[src/rtl/wb_arb_pkg.sv]
// Shared encodings for the Wishbone main-memory arbiter: FSM states and
// cycle-type identifiers.
package wb_arb_pkg;

    typedef enum logic [1:0] {
        ST_IDLE = 2'd0,
        ST_BUSY = 2'd1,
        ST_TOUT = 2'd2
    } arb_state_t;

    localparam logic [2:0] CTI_CLASSIC = 3'b000;
    localparam logic [2:0] CTI_INCR    = 3'b010;
    localparam logic [2:0] CTI_EOB     = 3'b111;

    // Width of an index able to name any of n masters (at least one bit).
    function automatic int idx_width(input int n);
        return (n > 1) ? $clog2(n) : 1;
    endfunction

endpackage

[src/rtl/wb_rr_pick.sv]
// Round-robin winner selection: the search starts one past the last owner
// and wraps, so every requester is reached within NUM_M grants.
module wb_rr_pick #(
    parameter int NUM_M = 3,
    parameter int IW    = 2
) (
    input  logic [NUM_M-1:0] req,
    input  logic [IW-1:0]    last,
    output logic [NUM_M-1:0] grant,
    output logic [IW-1:0]    grant_idx
);

    int   cand;
    logic found;

    always_comb begin
        grant     = '0;
        grant_idx = last;
        found     = 1'b0;
        cand      = 0;
        for (int off = 1; off <= NUM_M; off++) begin
            cand = int'(last) + off;
            if (cand >= NUM_M) cand = cand - NUM_M;
            for (int k = 0; k < NUM_M; k++) begin
                if (!found && k == cand && req[k]) begin
                    found     = 1'b1;
                    grant[k]  = 1'b1;
                    grant_idx = IW'(k);
                end
            end
        end
    end

endmodule

[src/rtl/wb_mem_arbiter.sv]
// Wishbone B3 arbiter sharing one slave (main RAM) among NUM_M masters with
// round-robin ownership, whole-cycle grants and a slave-silence watchdog.
module wb_mem_arbiter
    import wb_arb_pkg::*;
#(
    parameter int NUM_M   = 3,
    parameter int AW      = 32,
    parameter int DW      = 32,
    parameter int TIMEOUT = 255
) (
    input  logic                wb_clk_i,
    input  logic                wb_rst_n_i,
    input  logic [NUM_M*AW-1:0] m_adr_i,
    input  logic [NUM_M*DW-1:0] m_dat_i,
    input  logic [NUM_M*4-1:0]  m_sel_i,
    input  logic [NUM_M-1:0]    m_we_i,
    input  logic [NUM_M-1:0]    m_cyc_i,
    input  logic [NUM_M-1:0]    m_stb_i,
    input  logic [NUM_M*3-1:0]  m_cti_i,
    input  logic [NUM_M*2-1:0]  m_bte_i,
    output logic [NUM_M*DW-1:0] m_dat_o,
    output logic [NUM_M-1:0]    m_ack_o,
    output logic [NUM_M-1:0]    m_err_o,
    output logic [NUM_M-1:0]    m_rty_o,
    output logic [AW-1:0]       s_adr_o,
    output logic [DW-1:0]       s_dat_o,
    output logic [3:0]          s_sel_o,
    output logic                s_we_o,
    output logic                s_cyc_o,
    output logic                s_stb_o,
    output logic [2:0]          s_cti_o,
    output logic [1:0]          s_bte_o,
    input  logic [DW-1:0]       s_dat_i,
    input  logic                s_ack_i,
    input  logic                s_err_i,
    input  logic                s_rty_i,
    output logic [NUM_M-1:0]    grant_o,
    output arb_state_t          state_dbg
);

    localparam int IW = idx_width(NUM_M);
    localparam int CW = $clog2(TIMEOUT + 1);

    // Handshake: a master requests with cyc&stb held until the slave answers
    // with exactly one of ack/err/rty in the same cycle; that cycle completes
    // the beat. cyc alone (stb low) keeps ownership without issuing a beat.

    arb_state_t       state;
    logic [IW-1:0]    owner;  // current owner in BUSY/TOUT, last owner otherwise
    logic [NUM_M-1:0] pick;
    logic [IW-1:0]    pick_idx;
    logic [CW-1:0]    wdog;
    logic [CW-1:0]    wdog_next;
    logic             owner_cyc;
    logic             owner_stb;
    logic [2:0]       owner_cti;
    logic             slave_resp;

    wb_rr_pick #(
        .NUM_M (NUM_M),
        .IW    (IW)
    ) u_rr_pick (
        .req       (m_cyc_i),
        .last      (owner),
        .grant     (pick),
        .grant_idx (pick_idx)
    );

    always_comb begin
        owner_cyc = 1'b0;
        owner_stb = 1'b0;
        owner_cti = CTI_CLASSIC;
        for (int i = 0; i < NUM_M; i++) begin
            if (owner == IW'(i)) begin
                owner_cyc = m_cyc_i[i];
                owner_stb = m_cyc_i[i] & m_stb_i[i];
                owner_cti = m_cti_i[i*3 +: 3];
            end
        end
    end

    assign slave_resp = s_ack_i | s_err_i | s_rty_i;
    assign wdog_next  = wdog + 1'b1;
    assign state_dbg  = state;

    always_ff @(posedge wb_clk_i or negedge wb_rst_n_i) begin
        if (!wb_rst_n_i) begin
            state   <= ST_IDLE;
            grant_o <= '0;
            owner   <= IW'(NUM_M - 1);
            wdog    <= '0;
        end else begin
            case (state)
                ST_IDLE: begin
                    wdog <= '0;
                    if (|m_cyc_i) begin
                        state   <= ST_BUSY;
                        grant_o <= pick;
                        owner   <= pick_idx;
                    end
                end
                ST_BUSY: begin
                    // Owner leaving wins over a coincident timeout: no err pulse.
                    if (!owner_cyc || (s_ack_i && owner_cti == CTI_EOB)) begin
                        state   <= ST_IDLE;
                        grant_o <= '0;
                        wdog    <= '0;
                    end else if (slave_resp) begin
                        wdog <= '0;
                    end else if (owner_stb) begin
                        wdog <= wdog_next;
                        if (wdog_next == CW'(TIMEOUT)) state <= ST_TOUT;
                    end
                end
                ST_TOUT: begin
                    state   <= ST_IDLE;
                    grant_o <= '0;
                    wdog    <= '0;
                end
                default: begin
                    state   <= ST_IDLE;
                    grant_o <= '0;
                    wdog    <= '0;
                end
            endcase
        end
    end

    // Request path follows the owner only while BUSY; responses reach the owner only.
    always_comb begin
        s_adr_o = '0;
        s_dat_o = '0;
        s_sel_o = '0;
        s_we_o  = 1'b0;
        s_cyc_o = 1'b0;
        s_stb_o = 1'b0;
        s_cti_o = CTI_CLASSIC;
        s_bte_o = '0;
        m_dat_o = '0;
        m_ack_o = '0;
        m_err_o = '0;
        m_rty_o = '0;
        for (int i = 0; i < NUM_M; i++) begin
            if (owner == IW'(i)) begin
                if (state == ST_BUSY) begin
                    s_adr_o = m_adr_i[i*AW +: AW];
                    s_dat_o = m_dat_i[i*DW +: DW];
                    s_sel_o = m_sel_i[i*4 +: 4];
                    s_we_o  = m_we_i[i];
                    s_cyc_o = m_cyc_i[i];
                    s_stb_o = m_cyc_i[i] & m_stb_i[i];
                    s_cti_o = m_cti_i[i*3 +: 3];
                    s_bte_o = m_bte_i[i*2 +: 2];
                    m_dat_o[i*DW +: DW] = s_dat_i;
                    m_ack_o[i] = s_ack_i;
                    m_err_o[i] = s_err_i;
                    m_rty_o[i] = s_rty_i;
                end else if (state == ST_TOUT) begin
                    m_err_o[i] = 1'b1;
                end
            end
        end
    end

endmodule
[config.mk]
export PLATFORM = sky130hd
export DESIGN_NAME = wb_mem_arbiter
export DESIGN_NICKNAME = d
export VERILOG_FILES = /design/src/rtl/wb_arb_pkg.sv /design/src/rtl/wb_rr_pick.sv /design/src/rtl/wb_mem_arbiter.sv
export SDC_FILE = /design/constraint.sdc
export NUM_CORES = 1
export LEC_CHECK = 0
export ABC_CLOCK_PERIOD_IN_PS = 2900
export CELL_PAD_IN_SITES_DETAIL_PLACEMENT = 1
export CELL_PAD_IN_SITES_GLOBAL_PLACEMENT = 1
export CORE_AREA = 3 3 173 175
export CTS_CLUSTER_DIAMETER = 40
export CTS_CLUSTER_SIZE = 40
export DETAILED_ROUTE_END_ITERATION = 8
export DIE_AREA = 0 0 176 178
export GPL_TIMING_DRIVEN = 1
export PLACE_DENSITY = 0.66
export SETUP_SLACK_MARGIN = 0.05
export SYNTH_ARGS = -nofsm -noshare
export SYNTH_HDL_FRONTEND = slang
export SYNTH_SLANG_ARGS = --single-unit
[constraint.sdc]
create_clock -name wb_clk_i -period 2.9 [get_ports wb_clk_i]
set_input_delay 0.29 -clock wb_clk_i [delete_from_list [all_inputs] [get_ports wb_clk_i]]
set_output_delay 0.29 -clock wb_clk_i [all_outputs]
set_load 0.01 [all_outputs]
=== Word-level counts from Yosys, hierarchy flattened ===
Index checks and enable logic that the tools add are counted.

* Add/subtract/negate cells: 7
* Magnitude comparators: 3
* Equal/unequal tests: 18
* Muxes and demuxes: 115
* Bitwise gates (word level): 5
* Reduce and logical (&&, ||, !) cells: 38

{| class="wikitable"
|+ Operators with widths
! operator !! count
|-
| 2-to-1 mux 32 bit || 19
|-
| equality test 2 x 32 -> 1 bit (first input constant) || 3
|-
| equality test 3 x 32 -> 1 bit (first input constant) || 3
|-
| greater-or-equal comparator 32 x 3 -> 1 bit (second input constant) || 3
|-
| logical NOT 32 bit || 3
|-
| subtractor 32 x 3 -> 32 bit (second input constant) || 3
|-
| 2-to-1 mux 1 bit || 53
|-
| 2-to-1 mux 2 bit || 20
|-
| 2-to-1 mux 3 bit || 11
|-
| 2-to-1 mux 8 bit || 4
|-
| 2-to-1 mux 4 bit || 6
|-
| logical AND 1 bit || 18
|-
| logical NOT 1 bit || 9
|-
| inequality test 3 bit (second input constant) || 3
|-
| nonzero test 9 bit || 1
|-
| adder 8 x 1 -> 8 bit (second input constant) || 1
|-
| equality test 8 bit (second input constant) || 1
|-
| adder 2 x 2 -> 3 bit (second input constant) || 2
|-
| case mux 3 bit (2 select lines) || 1
|-
| equality test 2 x 1 -> 1 bit (second input constant) || 2
|-
| equality test 2 bit (second input constant) || 2
|-
| logical NOT 2 bit || 2
|-
| inequality test 2 bit (second input constant) || 2
|-
| inequality test 4 bit (second input constant) || 1
|-
| 10 further kinds || 13
|}

* Bits in registers: 15
* Input bits: 265
* Output and inout bits: 186
* Word-level logic and storage cells: 190

=== Depth between registers and ports, before layout ===
* Depth after elaboration: 40
* Mapped depth: 10
* Depth with buffers taken out: 7

=== Modules after synthesis ===
Synthesis repeated with hierarchy kept, for this count alone.

* Cell total of the unflattened synthesis: 581
* Area total of the unflattened synthesis: 3,692.3 um^2

{| class="wikitable"
|+ Modules (own cells, without submodules)
! module !! instances !! cells an instance !! area an instance (um^2) !! seq. area each (um^2)
|-
| wb_mem_arbiter || 1 || 545 || 3,458.3 || 376.6
|-
| wb_rr_pick || 1 || 36 || 234.0 || 0.0
|}

=== Worst setup path before layout ===
Ideal clock, no wire load.

* Kind: register to output
* Start: reg owner[1]
* End: out s_adr_o[31]
* Arrival: 1.915 ns
* Data required time: 2.610 ns
* Setup slack: 0.695 ns
* Stages on the path, launching flop included: 11
* Path buffers: 3
* Cells stage by stage: dfstp_2 -> inv_1 -> ha_1 -> clkbuf_1 -> nor2b_1 -> clkbuf_1 -> clkbuf_1 -> a22oi_1 -> nor2_1 -> a21oi_1 -> nor2_1

* Word-level cells in the longest chain between the ends: 6
* Elaborated cells between the ends (all ways): 8
* Those cells by class: eq/ne (2); mux (5); reduce/logical (1)

{| class="wikitable"
|+ Ends and longest elaborated chain
! element !! line !! text
|-
| start: declaration || wb_mem_arbiter.sv:49 || <nowiki>logic [IW-1:0] owner;</nowiki>
|-
| start signal: assignment || wb_mem_arbiter.sv:90 || <nowiki>owner <= IW'(NUM_M - 1);</nowiki>
|-
| start signal: assignment || wb_mem_arbiter.sv:99 || <nowiki>owner <= pick_idx;</nowiki>
|-
| logical NOT 2 bit || wb_mem_arbiter.sv:144 || <nowiki>if (owner == IW'(i)) begin</nowiki>
|-
| 2-to-1 mux 32 bit || wb_mem_arbiter.sv:144 ||
|-
| 2-to-1 mux 32 bit || wb_mem_arbiter.sv:145 || <nowiki>if (state == ST_BUSY) begin</nowiki>
|-
| 2-to-1 mux 32 bit || wb_mem_arbiter.sv:144 ||
|-
| 2-to-1 mux 32 bit || wb_mem_arbiter.sv:145 ||
|-
| 2-to-1 mux 32 bit (*) || wb_mem_arbiter.sv:144 ||
|-
| end: declaration || wb_mem_arbiter.sv:25 || <nowiki>output logic [AW-1:0] s_adr_o,</nowiki>
|}

Mark *: on every way between the ends. The rest lies on a longest branch, timed or not.

=== Worst setup path in the final report ===
* Start: reg owner[1]
* End: out s_adr_o[25]

The elaborated chain is that of the path after synthesis.

==> impl_metrics.ini <==
[global_route]
grt_max_degree = 95
antenna_found_initial = 0
grt_usage_pct = 15.5
grt_overflow_total = 0
first_global_vias = 6080
grt_pass1_wl_mm = 38.5

[route]
wirelength_mm = 26.9
drc = 0
drt_first_iter_violations = 302
viasPerCell = 4.38
antenna_left = 0
dr.pass1.iters = 6
wl_per_cell_um = 19.3
vias = 6108

[logic_synthesis]
synth.yosys.seq_area_share_pct = 10.6
synth-xor-area-share_pct = 1.97
mappedNetlistArea_mm2 = 0.00356
synthAdderAreaFrac_pct = 2.81
synth-edff-count = 0
synthMuxAreaShare_pct = 0.281
ys.warnings.count = 0
synth_compound_area_share_pct = 31.5
synthArstFlopShare_pct = 100
syn_area_per_cell_um2 = 5.98
syn_inst = 595
synthSimpleGateAreaFrac_pct = 43.7
synthFlopType = dfrtp_1
ys_seq_elements = 15
syn-num-nets = 868
synth_top_family_by_area = simple AND/OR/NAND/NOR gates
ys_types = 46

[timing]
slew_headroom_pct = 47.8
hold_violations = 0
rsz0062_at_grt = true
post-route-period-util_pct = 95.2
slew_viol_final = 0
worst_slack_ns = 0.140
tightest_slew_ns = 0.780
finClkSkew_ns = 0.00259
finalSetupViolCount = 0
max_clock_freq_mhz = 362
finalCriticalPeriod_ns = 2.76

[die]
num_rows = 62
io_pins = 451
die_w_um = 176
core_mm2 = 0.0286
fp.dieH_um = 178
dieArea_mm2 = 0.0313
start_util_pct = 12.4

[pwr]
pwr-share-seq_pct = 4.4
power.density_mw_per_mm2 = 785
ir_worst_vdd_mv = 0.613
combPwrFrac_pct = 91.5
sw_frac_of_total_pct = 50.6
p_leak_nw = 4.03
power_frac_clock_pct = 4.1
power.internal_w = 0.00339
p_switching_w = 0.00347

[worst_setup_path]
crit_path_start_kind = register
crit_end = s_adr_o[25]
arrival_ns = 2.47
crit_path_max_fanout = 11
crit_type = register to output port
r2r-start = owner[0]$_DFFE_PN0P_
required_ns = 2.61
r2r_setup_slack_ns = 0.54
ff2ff_path_depth = 9
cp-end-kind = output port
r2r_end = state_dbg[1]$_DFFE_PN0P_
crit_start = owner[1]$_DFFE_PN1P_

[clock_network]
cts_tree = done
htree_levels = 1
cts_buffers = 3
clock_path_buffers = 2
clock-root-buffer = clkbuf_16
clkTransAtPathRegs_ns = 0.05
clk_latency_ns = 0.25
cts.sinks = 15
cts-hold-fix-buffers = 0

[final_layout]
fin_util_pct = 30.5
nNetsFinal = 1285
syn_to_final_growth_pct = 146
multi_input_area_mm2 = 0.00293
nFillCells = 3470
design_area_mm2 = 0.00874
diodes = 0
regArea_um2 = 377
drive_gt1_share_pct = 5.24

[hold_path]
hold_path_class = register to register

[status]
status = finished clean

[place]
io_buffers = 450
place_hpwl_mm = 21.0
gp_congestion = 0.825
place_worst_setup_slack_ns = 0.146
dpl_cell_area_mm2 = 0.00852

[job]
drv_cap = 0
worst min-delay path by stage:
| stage | start | to | slack [ns] | depth (start not counted) |
|---|---|---|---|---|
| after floorplan | wb_rst_n_i | grant_o[0]$_DFFE_PN0P_ | -0.006 | 0 |
| after global placement | grant_o[0]$_DFFE_PN0P_ | grant_o[0]$_DFFE_PN0P_ | 0.47 | 1 |
| after detailed placement | grant_o[2]$_DFFE_PN0P_ | grant_o[2]$_DFFE_PN0P_ | 0.47 | 1 |
| after CTS | grant_o[2]$_DFFE_PN0P_ | grant_o[2]$_DFFE_PN0P_ | 0.49 | 1 |
| after global routing | grant_o[2]$_DFFE_PN0P_ | grant_o[2]$_DFFE_PN0P_ | 0.50 | 1 |
| final | grant_o[2]$_DFFE_PN0P_ | grant_o[2]$_DFFE_PN0P_ | 0.48 | 1 |
synth_stat cells, types with 5 or more instances:
master / number / share of area, %
dfrtp_1: 14 / 9.9
a21oi_1: 83 / 12
inv_1: 8 / 0.84
nor2_1: 152 / 16
a22oi_1: 70 / 15
xor2_1: 7 / 1.7
o21ai_0: 5 / 0.70
buf_2: 11 / 1.5
ha_1: 8 / 2.8
nand3b_1: 7 / 1.5
nand2_1: 10 / 1.1
nor2b_1: 6 / 1.1
and3_1: 103 / 18
nand3_1: 6 / 0.84
and2_1: 7 / 1.2
buf_1: 6 / 0.63
clkbuf_1: 51 / 5.4
worst max-delay path: stages (launching register included):
cell and delay (ns):
dfstp_2 0.58, inv_2 0.08, ha_1 0.22, nor2b_4 0.15, buf_12 0.14, buf_4 0.14, buf_4 0.15, a22oi_1 0.16
nor2_1 0.07, a21oi_2 0.14, nor2_1 0.07, dlygate4sd2_1 0.31
layer usage:
metal	routed length, µm	GRT usage (%)	share of wire (%)
met5	0	0	0
met4	342	2.01	1.3
met3	1670	3.04	6.2
met2	13900	28.6	52
met1	11000	19.2	41
area by class of cell:
class	count	area share, %
inverter	8	0.344
sequential	15	4.31
clock buffer	4	0.902
tap	384	5.50
timing repair buffer	482	55.4
multi-input combinational	502	33.5
state kept, by name (all words and copies together) (netlist names):
name,flops
grant_o,3
state_dbg,2
wdog,8
owner,2
placed cells by master (no fill, tap or decap), drive strengths merged, types with 8 or more instances in the layout:
master / Yosys / routed
nor2: 152 / 152
a21oi: 83 / 83
and3: 105 / 105
buf: 18 / 32
clkdlybuf4s50: 0 / 384
dfrtp: 14 / 14
dlymetal6s2s: 0 / 14
ha: 8 / 8
inv: 8 / 8
nand2: 10 / 10
dlygate4sd2: 0 / 52
and2: 8 / 8
a22oi: 70 / 70
power by group through the flow:
stage	clock network (W)	registers [W]	logic, W
6_report	0.000283	0.000299	0.00628
5_1_grt	0.000297	0.000307	0.00685
2_1_floorplan	0	0.000300	0.00303
3_5_place_dp	0	0.000302	0.00630
4_1_cts	0.000287	0.000299	0.00629
3_3_place_gp	0	0.000301	0.00624
what timing repair did:
item,4_1_cts,5_1_grt
gates cloned,1,0
setup endpoints to repair,51,41
buffers inserted,5,3
resized for setup,56,23
pin swaps,0,2
logic make-up (layout without fill, tap and decap cells):
logic type / Yosys count / after routing
simple gates: 309 / 309
compound gates: 176 / 176
buf+inv: 78 / 494
flops: 15 / 15
fa+ha+maj: 8 / 8
xor+xnor: 8 / 8
mux: 1 / 1
stage by stage:
stage	cells	total power, W	setup TNS [ns]	hold slack [ns]
after floorplan	595	0.00333	0	-0.00559
after global placement	1382	0.00654	0	0.474
after detailed placement	1382	0.00660	0	0.470
after CTS	1392	0.00688	-0.191	0.485
after global routing	1395	0.00745	0	0.497
final	1395	0.00686	0	0.482
No activity file was read; power rests on OpenSTA's default activity.
